File: config.mk
export PLATFORM = sky130hd
export DESIGN_NAME = booth_pp_accumulator_flat
export DESIGN_NICKNAME = d
export VERILOG_FILES = /design/src/rtl/booth_pp_accumulator_if.sv /design/src/rtl/booth_pp_accumulator.sv /design/src/flat_wrapper.sv
export SDC_FILE = /design/constraint.sdc
export NUM_CORES = 1
export LEC_CHECK = 0
export CAP_MARGIN = 20
export CORE_UTILIZATION = 30
export DETAILED_ROUTE_END_ITERATION = 8
export SLEW_MARGIN = 25
export SYNTH_ARGS = -nofsm -noshare
export SYNTH_HDL_FRONTEND = slang
export SYNTH_SLANG_ARGS = --single-unit
File: constraint.sdc
create_clock -name i_clk -period 16.52 [get_ports i_clk]
set_clock_uncertainty 0.15 [all_clocks]
set_input_delay 3.304 -clock i_clk [delete_from_list [all_inputs] [get_ports i_clk]]
set_output_delay 3.304 -clock i_clk [all_outputs]
set_load 0.05 [all_outputs]
File: src/rtl/booth_pp_accumulator_if.sv
// Handshake/data bundle between a radix-4 Booth encoder and booth_pp_accumulator.
// Optional sticky output is present only when PP_ACC_STICKY_EN is defined.
interface booth_pp_accumulator_if #(
  parameter int N      = 24,
  parameter int NUM_PP = (N / 2) + 1
);
  logic           i_valid;
  logic           o_ready;
  logic [N+1:0]   i_pp [0:NUM_PP-1];
  logic [1:0]     i_cz [0:NUM_PP-2];
  logic           o_valid;
  logic           i_ready;
  logic [2*N-1:0] o_product;
`ifdef PP_ACC_STICKY_EN
  logic           o_sticky;

  modport master (
    output i_valid, i_pp, i_cz, i_ready,
    input  o_ready, o_valid, o_product, o_sticky
  );

  modport slave (
    input  i_valid, i_pp, i_cz, i_ready,
    output o_ready, o_valid, o_product, o_sticky
  );
`else
  modport master (
    output i_valid, i_pp, i_cz, i_ready,
    input  o_ready, o_valid, o_product
  );

  modport slave (
    input  i_valid, i_pp, i_cz, i_ready,
    output o_ready, o_valid, o_product
  );
`endif
endinterface

File: src/rtl/booth_pp_accumulator.sv
// Sequential accumulator for radix-4 Booth partial products.
// Captures a full partial-product set, adds one weighted term per cycle
// into a 2N-bit accumulator, then presents the product until accepted.
// Optional macro PP_ACC_STICKY_EN adds o_sticky = OR of o_product[N-2:0].
module booth_pp_accumulator #(
  parameter int N      = 24,
  parameter int NUM_PP = (N / 2) + 1
) (
  input logic                   i_clk,
  input logic                   i_rst,
  booth_pp_accumulator_if.slave bus
);

  localparam int KW = (NUM_PP > 1) ? $clog2(NUM_PP) : 1;
  localparam logic [KW-1:0] K_LAST = KW'(NUM_PP - 1);

  typedef enum logic [1:0] {
    IDLE  = 2'd0,
    ACCUM = 2'd1,
    DONE  = 2'd2
  } state_t;

  state_t         state_q;
  state_t         state_d;

  logic [N+1:0]   pp_q [0:NUM_PP-1];
  // One extra slot kept at zero so the last partial product has no correction.
  logic [1:0]     cz_q [0:NUM_PP-1];
  logic [2*N-1:0] acc_q;
  logic [2*N-1:0] acc_d;
  logic [KW-1:0]  k_q;

  logic [N+1:0]   pp_sel;
  logic [1:0]     cz_sel;
  logic [2*N-1:0] term;
  logic           accept;

  assign accept = (state_q == IDLE) && bus.i_valid;

  // State register.
  always_ff @(posedge i_clk or posedge i_rst) begin
    if (i_rst) begin
      state_q <= IDLE;
    end else begin
      state_q <= state_d;
    end
  end

  // Next-state logic; the last partial product moves ACCUM to DONE.
  always_comb begin
    state_d = state_q;
    case (state_q)
      IDLE:    if (bus.i_valid) state_d = ACCUM;
      ACCUM:   if (k_q == K_LAST) state_d = DONE;
      DONE:    if (bus.i_ready) state_d = IDLE;
      default: state_d = IDLE;
    endcase
  end

  // Handshake outputs decoded from registered state only.
  always_comb begin
    bus.o_ready = (state_q == IDLE);
    bus.o_valid = (state_q == DONE);
  end

  // Select the current partial product and its correction constant.
  always_comb begin
    pp_sel = '0;
    cz_sel = '0;
    for (int unsigned i = 0; i < NUM_PP; i++) begin
      if (k_q == KW'(i)) begin
        pp_sel = pp_q[i];
        cz_sel = cz_q[i];
      end
    end
  end

  // Weighted term: sign-extended pp plus unsigned correction, at weight 4^k.
  always_comb begin
    term  = ({{(N-2){pp_sel[N+1]}}, pp_sel} + {{(2*N-2){1'b0}}, cz_sel})
            << {k_q, 1'b0};
    acc_d = acc_q + term;
  end

  // Capture registers, accumulator and index counter.
  always_ff @(posedge i_clk or posedge i_rst) begin
    if (i_rst) begin
      for (int unsigned i = 0; i < NUM_PP; i++) begin
        pp_q[i] <= '0;
        cz_q[i] <= '0;
      end
      acc_q <= '0;
      k_q   <= '0;
    end else begin
      case (state_q)
        IDLE: begin
          if (accept) begin
            for (int unsigned i = 0; i < NUM_PP; i++) begin
              pp_q[i] <= bus.i_pp[i];
            end
            for (int unsigned i = 0; i + 1 < NUM_PP; i++) begin
              cz_q[i] <= bus.i_cz[i];
            end
            cz_q[NUM_PP-1] <= '0;
            acc_q <= '0;
            k_q   <= '0;
          end
        end
        ACCUM: begin
          acc_q <= acc_d;
          if (k_q != K_LAST) begin
            k_q <= k_q + 1'b1;
          end
        end
        default: ;
      endcase
    end
  end

  assign bus.o_product = acc_q;

`ifdef PP_ACC_STICKY_EN
  logic sticky_q;

  // Sticky tracks the low product bits as each term lands.
  always_ff @(posedge i_clk or posedge i_rst) begin
    if (i_rst) begin
      sticky_q <= 1'b0;
    end else if (accept) begin
      sticky_q <= 1'b0;
    end else if (state_q == ACCUM) begin
      sticky_q <= |acc_d[N-2:0];
    end
  end

  assign bus.o_sticky = sticky_q;
`endif

endmodule

File: src/flat_wrapper.sv
// flat-port wrapper written by rule: the top's interface ports become plain ports
module booth_pp_accumulator_flat 
#(
  parameter int N      = 24,
  parameter int NUM_PP = (N / 2) + 1
)
  (i_clk, i_rst, bus_i_valid, bus_i_pp, bus_i_cz, bus_i_ready, bus_o_ready, bus_o_valid, bus_o_product);
  booth_pp_accumulator_if #(.N(N), .NUM_PP(NUM_PP)) bus_i ();
  input logic i_clk;
  input logic i_rst;
  input wire logic [$bits(bus_i.i_valid)-1:0] bus_i_valid;
  input wire logic [$bits(bus_i.i_pp)-1:0] bus_i_pp;
  input wire logic [$bits(bus_i.i_cz)-1:0] bus_i_cz;
  input wire logic [$bits(bus_i.i_ready)-1:0] bus_i_ready;
  output wire logic [$bits(bus_i.o_ready)-1:0] bus_o_ready;
  output wire logic [$bits(bus_i.o_valid)-1:0] bus_o_valid;
  output wire logic [$bits(bus_i.o_product)-1:0] bus_o_product;
  assign bus_i.i_valid = bus_i_valid;
  assign bus_i.i_pp = {>>{bus_i_pp}};
  assign bus_i.i_cz = {>>{bus_i_cz}};
  assign bus_i.i_ready = bus_i_ready;
  assign bus_o_ready = bus_i.o_ready;
  assign bus_o_valid = bus_i.o_valid;
  assign bus_o_product = bus_i.o_product;
  booth_pp_accumulator #(.N(N), .NUM_PP(NUM_PP)) u_core (.i_clk(i_clk), .i_rst(i_rst), .bus(bus_i));
endmodule
==> results of run 1 <==
-- registers in the layout, summed over array words and instances, names as in the netlist --
name                  cells
u_core.pp_q             338
u_core.bus.o_product     48
u_core.state_q            2
u_core.k_q                4
u_core.cz_q              24
-- power breakdown --
part           switching [mW]  leakage (nW)  internal [mW]
logic                    3.13          8.07           1.81
registers               0.377          5.17           1.53
clock network           0.461         0.765          0.615
total                    3.96          14.0           3.95
-- critical path: cells and delay by family (launching register included) --
| kind | cells | cell delay (ns) |
|---|---|---|
| compound gates | 21 | 3.54 |
| xor+xnor | 1 | 0.14 |
| fa+ha+maj | 3 | 0.87 |
| buf+inv | 3 | 1.56 |
| flops | 1 | 0.35 |
| mux | 2 | 0.26 |
| simple gates | 11 | 3.08 |
-- area by class of cell --
type	count	area share [%]
multi-input cells	2364	41.21
flip-flops and latches	416	34.14
repair buffers	456	14.75
clock buffers	68	4.515
well taps	1050	4.306
clock inverters	19	0.6397
inverters	27	0.3568
diodes	11	0.09022
-- layer usage --
metal | vias up | global-route usage [%] | wire length, µm
li1 | 10835 | - | -
met1 | 11108 | 33.73 | 44300
met2 | 961 | 38.00 | 44590
met3 | 155 | 5.241 | 8450
met4 | 20 | 7.486 | 2943
met5 | - | 0 | 128
-- worst paths after layout --
path                                              start  cells past startpoint                                   end  slack, ns
setup / recovery              u_core.k_q[0]$_DFFE_PP0P_                     41  u_core.bus.o_product[47]$_DFFE_PP0P_       6.41
min in group asynchronous                         i_rst                      2   u_core.bus.o_product[8]$_DFFE_PP0P_       3.00
max in group asynchronous                         i_rst                      5          u_core.pp_q[189]$_DFFE_PP0P_      10.56
hold / removal             u_core.pp_q[232]$_DFFE_PP0P_                      2          u_core.pp_q[232]$_DFFE_PP0P_       0.32
hold reg to reg            u_core.pp_q[232]$_DFFE_PP0P_                      2          u_core.pp_q[232]$_DFFE_PP0P_       0.32
setup reg to reg              u_core.k_q[0]$_DFFE_PP0P_                     41  u_core.bus.o_product[47]$_DFFE_PP0P_       6.41
-- stage by stage --
step	setup WS (ns)	cells	hold slack [ns]	instance area (µm²)	util [%]
2_1_floorplan	1.488	3003	0.2869	23840	-
3_3_place_gp	6.608	4313	0.3033	28900	36.70
3_5_place_dp	6.559	4313	0.3080	28900	36.71
4_1_cts	6.540	4400	0.3241	30480	38.70
5_1_grt	5.565	4400	0.3358	30480	38.71
6_report	6.406	4411	0.3219	30510	38.75
-- cells by family after synthesis --
family	Yosys count	share of synthesized area, %
AO/OA/AOI/OAI	641	18.14
XOR/XNOR	60	2.204
adder cells (fa/ha/maj)	64	3.422
buffers and inverters	223	3.989
flip-flops	416	43.67
multiplexers	35	1.638
AND/OR/NAND/NOR	1564	26.94
-- Yosys cell counts (6+ instances only) --
| library cell | instances |
|---|---|
| a211o_1 | 8 |
| a211oi_1 | 21 |
| a21o_1 | 35 |
| a21oi_1 | 132 |
| a221o_1 | 10 |
| a221oi_1 | 18 |
| a22o_1 | 14 |
| a22oi_1 | 14 |
| a31oi_1 | 25 |
| a32o_1 | 8 |
| a32oi_1 | 7 |
| and2_1 | 11 |
| and3_1 | 7 |
| buf_1 | 23 |
| buf_2 | 46 |
| clkbuf_1 | 117 |
| dfrtp_1 | 416 |
| ha_1 | 62 |
| inv_1 | 25 |
| mux2_2 | 11 |
| mux2i_1 | 21 |
| nand2_1 | 1269 |
| nand2b_1 | 32 |
| nand3_1 | 27 |
| nand3b_1 | 7 |
| nand4_1 | 11 |
| nor2_1 | 99 |
| nor2b_1 | 25 |
| nor3_1 | 15 |
| o2111ai_1 | 9 |
| o211ai_1 | 39 |
| o21a_1 | 17 |
| o21ai_0 | 140 |
| o21ai_1 | 13 |
| o21bai_1 | 13 |
| o221ai_1 | 23 |
| o22ai_1 | 26 |
| o2bb2ai_1 | 7 |
| o32ai_1 | 6 |
| or2_2 | 6 |
| or3_1 | 16 |
| xnor2_1 | 36 |
| xor2_1 | 24 |
==> impl_metrics.toml, run 1 <==
[status]
outcome = "finished, final reports clean"

[clock_tree]
cts.clk_slew.worst_paths_ns = 0.06
clk_path_buf_depth = 3
insertion_delay_ns = 0.61
cts.sinks = 416
htree_levels = 2
tritoncts = "built"
cts_root_buf = "clkbuf_16"
cts_buffers = 49
cts_resized = 0
postCtsSetupBuffers = 0
hold_buffers = 0

[synth]
yosys.area.top_type = "dfrtp_1"
syn-num-nets = 3433
synthDominantCellAreaShare_pct = 43.67
async_reset_ff_share_pct = 100.0
synth_flop_cell = "dfrtp_1"
ys_ff_latch = 416
synth_cells = 3003
yosysWarningCount = 0
seq_area_frac_synth_pct = 43.67
yosys-top-cells-area = "dfrtp_1 (44%), nand2_1 (20%), ha_1 (3.3%)"
yosysUniqueCellTypes = 92
syn_area_um2 = 23840
synth-edff-count = 0
syn_avg_cell_area_um2 = 7.938

[setup_path]
slowest_delay_ns = 0.70
arrival_ns = 10.43
critPathSlowestCell = "inv_1"
cp_max_fo = 51
critPathCaptureType = "flip-flop"
worst_path_most_repeated_cell = "a21oi_1"
worst_ep_required_time_ns = 16.84
start_kind = "flip-flop"
critPathKind = "reg2reg"

[cells_and_area]
fillers = 8193
ff_latch_area_um2 = 10420
num-nets-final = 3744
mostFrequentLayoutCells = "nand2_1 (1268), clkdlybuf4s50_1 (415), dfrtp_1 (414)"
multi_input_area_um2 = 12570
layout-drive-gt1-share_pct = 5.612
final_common_cell = "nand2_1"
areaGrowthSynthToFinish_pct = 27.99

[routing]
wl_per_cell_um = 22.77
postRouteAntennaNets = 0
firstDrtPassIters = 6
drc = 0
drtIter0Drc = 2427
drt-total-wl_mm = 100.4
vias = 23079
viasPerCell = 5.232

[power]
finalPower_mw = 7.919
peakVddDrop_mv = 0.1047
leakagePower_nw = 14.00
p_per_area_nw_per_um2 = 259.5

[floorplan]
die_x_um = 283.9
dieArea_um2 = 80590
initial_core_util_pct = 30.27
ios = 416
dieHeight_um = 283.9
rows = 103
core-area_um2 = 78740

[grt]
grt_max_degree = 217
grtUsageTotal_pct = 24.42
antenna_found_initial = 18
grt_first_pass_wirelength_mm = 148.3
grt_overflow = 0
grt_pass1_vias = 22440

[timing]
hold_viol_final = 0
slew_violations = 0
layout_min_cycle_time_ns = 10.11
fin_crit_sh_pct = 61.22
setup_viol = 0
rsz0062_at_grt = "false"
slew_headroom_pct = 22.17
finalSetupTns_ns = 0
tightest_slew_ns = 1.167
max_freq_mhz = 98.87

[flow_run]
maxCapViolations = 0

[place]
hpwl_mm = 73.49
io_buffers = 415
gp_congestion = 0.9568

[hold_path]
hp-class = "reg2reg"
Note: power is estimated with default switching activity, not from simulation.
==> inputs of run 2 (changes only) <==
clock period = 8.55 ns   (was 16.52 ns; I/O delays follow)
==> impl_metrics.toml, run 2 (synthesis results as in run 1) <==
[cells_and_area]
fillers = 8047
layout-drive-gt1-share_pct = 8.641
num-nets-final = 3826
ff_latch_area_um2 = 10420
final_area_um2 = 31510
areaGrowthSynthToFinish_pct = 32.19
final_common_cell = "nand2_1"
largest_reg_flops = 338
mostFrequentLayoutCells = "nand2_1 (1268), clkdlybuf4s50_1 (415), dfrtp_1 (414)"
top_register = "u_core.pp_q"
fin_util_pct = 40.02
multi_input_area_um2 = 12670

[place]
io_buffers = 415
placed_cell_area_um2 = 29510
hpwl_mm = 75.96
gp_congestion = 0.9418

[clock_tree]
cts.clk_slew.worst_paths_ns = 0.06
tritoncts = "built"
hold_buffers = 0
insertion_delay_ns = 0.64
cts_buffers = 50
clk_path_buf_depth = 3
htree_levels = 2
cts.sinks = 416
cts_root_buf = "clkbuf_16"

[routing]
viasPerCell = 5.193
postRouteAntennaNets = 0
wl_per_cell_um = 22.53
firstDrtPassIters = 8
drt-total-wl_mm = 101.3
vias = 23349
drtIter0Drc = 2137
drc = 6

[floorplan]
initial_core_util_pct = 30.27
die_x_um = 283.9
dieArea_um2 = 80590
rows = 103
core-area_um2 = 78740
ios = 416
dieHeight_um = 283.9

[timing]
setup_viol = 0
slew_headroom_pct = 37.04
fin_hold_ws_ns = 0.3161
layout_min_cycle_time_ns = 8.026
max_freq_mhz = 124.6
slew_violations = 0
finalSetupTns_ns = 0
tightest_slew_ns = 0.9444
hold_viol_final = 0
fin_crit_sh_pct = 93.87

[hold_path]
hp-start = "u_core.pp_q[206]$_DFFE_PP0P_"
hold_end = "u_core.pp_q[206]$_DFFE_PP0P_"
min_path_cells = 2
hp-class = "reg2reg"

[grt]
grtUsageMet1_pct = 33.51
met2_usage_pct = 39.09
antenna_found_initial = 21
grt_max_degree = 159
top_usage_layer = "met2"
grt_pass1_vias = 22612
grtUsageTotal_pct = 24.59
grt_overflow = 0
grt_first_pass_wirelength_mm = 149.0
gr-usage-met3_pct = 5.265

[setup_path]
critPathCaptureType = "flip-flop"
start_kind = "flip-flop"
arrival_ns = 8.36
r2r-end = "u_core.bus.o_product[46]$_DFFE_PP0P_"
ff2ff_path_depth = 41
critPathKind = "reg2reg"
worst_ep_required_time_ns = 8.88
critPathSlowestCell = "dfrtp_1"
slowest_delay_ns = 0.43
r2r_slack_ns = 0.52
worst_path_most_repeated_cell = "a21oi_1"
cp_max_fo = 15
r2r_start = "u_core.k_q[0]$_DFFE_PP0P_"

[power]
leakagePower_nw = 14.58
peakVddDrop_mv = 0.2082
p_per_area_nw_per_um2 = 512.2

[flow_run]
maxCapViolations = 0

[status]
outcome = "complete, but fails checks"
violations = "DRC"
==> run 2: changes by cell type in the layout (fill, tap and decap cells not counted), sizes merged <==
cell	delta
buf	+81
bufinv	+5
inv	+3
clkinv	-2
diode	-2
==> run 2: routing by layer <==
metal,part of all wire (%),vias up
met1,43,11199
met3,8.3,163
met5,0.16,-
met4,2.8,26
li1,-,11023
met2,45,938
==> run 2: how the worst max path moves through the flow <==
stage                                    from  cells past startpoint                                    to
floorplan           u_core.k_q[1]$_DFFE_PP0P_                     47  u_core.bus.o_product[47]$_DFFE_PP0P_
global placement    u_core.k_q[0]$_DFFE_PP0P_                     40  u_core.bus.o_product[47]$_DFFE_PP0P_
detailed placement  u_core.k_q[0]$_DFFE_PP0P_                     40  u_core.bus.o_product[47]$_DFFE_PP0P_
CTS                 u_core.k_q[0]$_DFFE_PP0P_                     40  u_core.bus.o_product[47]$_DFFE_PP0P_
global route        u_core.k_q[1]$_DFFE_PP0P_                     41  u_core.bus.o_product[47]$_DFFE_PP0P_
finish              u_core.k_q[0]$_DFFE_PP0P_                     41  u_core.bus.o_product[46]$_DFFE_PP0P_
==> run 2: final cells by class <==
cell class	instances	area share (%)
flip-flops and latches	416	33.05
multi-input cells	2364	40.22
clock buffers	68	4.535
diodes	9	0.07147
repair buffers	537	16.42
inverters	27	0.3335
clock inverters	25	1.207
well taps	1050	4.169
==> run 2: stage by stage <==
stage	power, mW	setup WS (ns)	instances
final	16.14	0.5243	4496
after global routing	17.29	-0.02792	4487
after CTS	15.92	0.1870	4482
after detailed placement	13.53	0.1971	4389
after global placement	13.52	0.3449	4389
after floorplan	10.03	0.05818	3003
==> run 2: timing repair <==
action                                  CTS  global route
hold endpoints to repair                  0             0
resized for setup                         0            32
setup buffers                             0             5
endpoints found under the setup margin    0            11
==> run 2: power breakdown <==
part	total, mW	leakage (nW)	internal, mW	switching, mW
Combinational	10.1	8.53	3.98	6.13
Clock	2.33	0.879	1.39	0.933
Sequential	3.71	5.17	2.95	0.758
==> run 2: worst max-delay path: cells and delay by family (launching register included) <==
family,cells,cell delay (ns)
flip-flops,1,0.43
adder cells (fa/ha/maj),3,0.78
XOR/XNOR,2,0.21
buffers and inverters,4,0.69
AO/OA/AOI/OAI,24,4.43
multiplexers,1,0.21
AND/OR/NAND/NOR,7,0.98
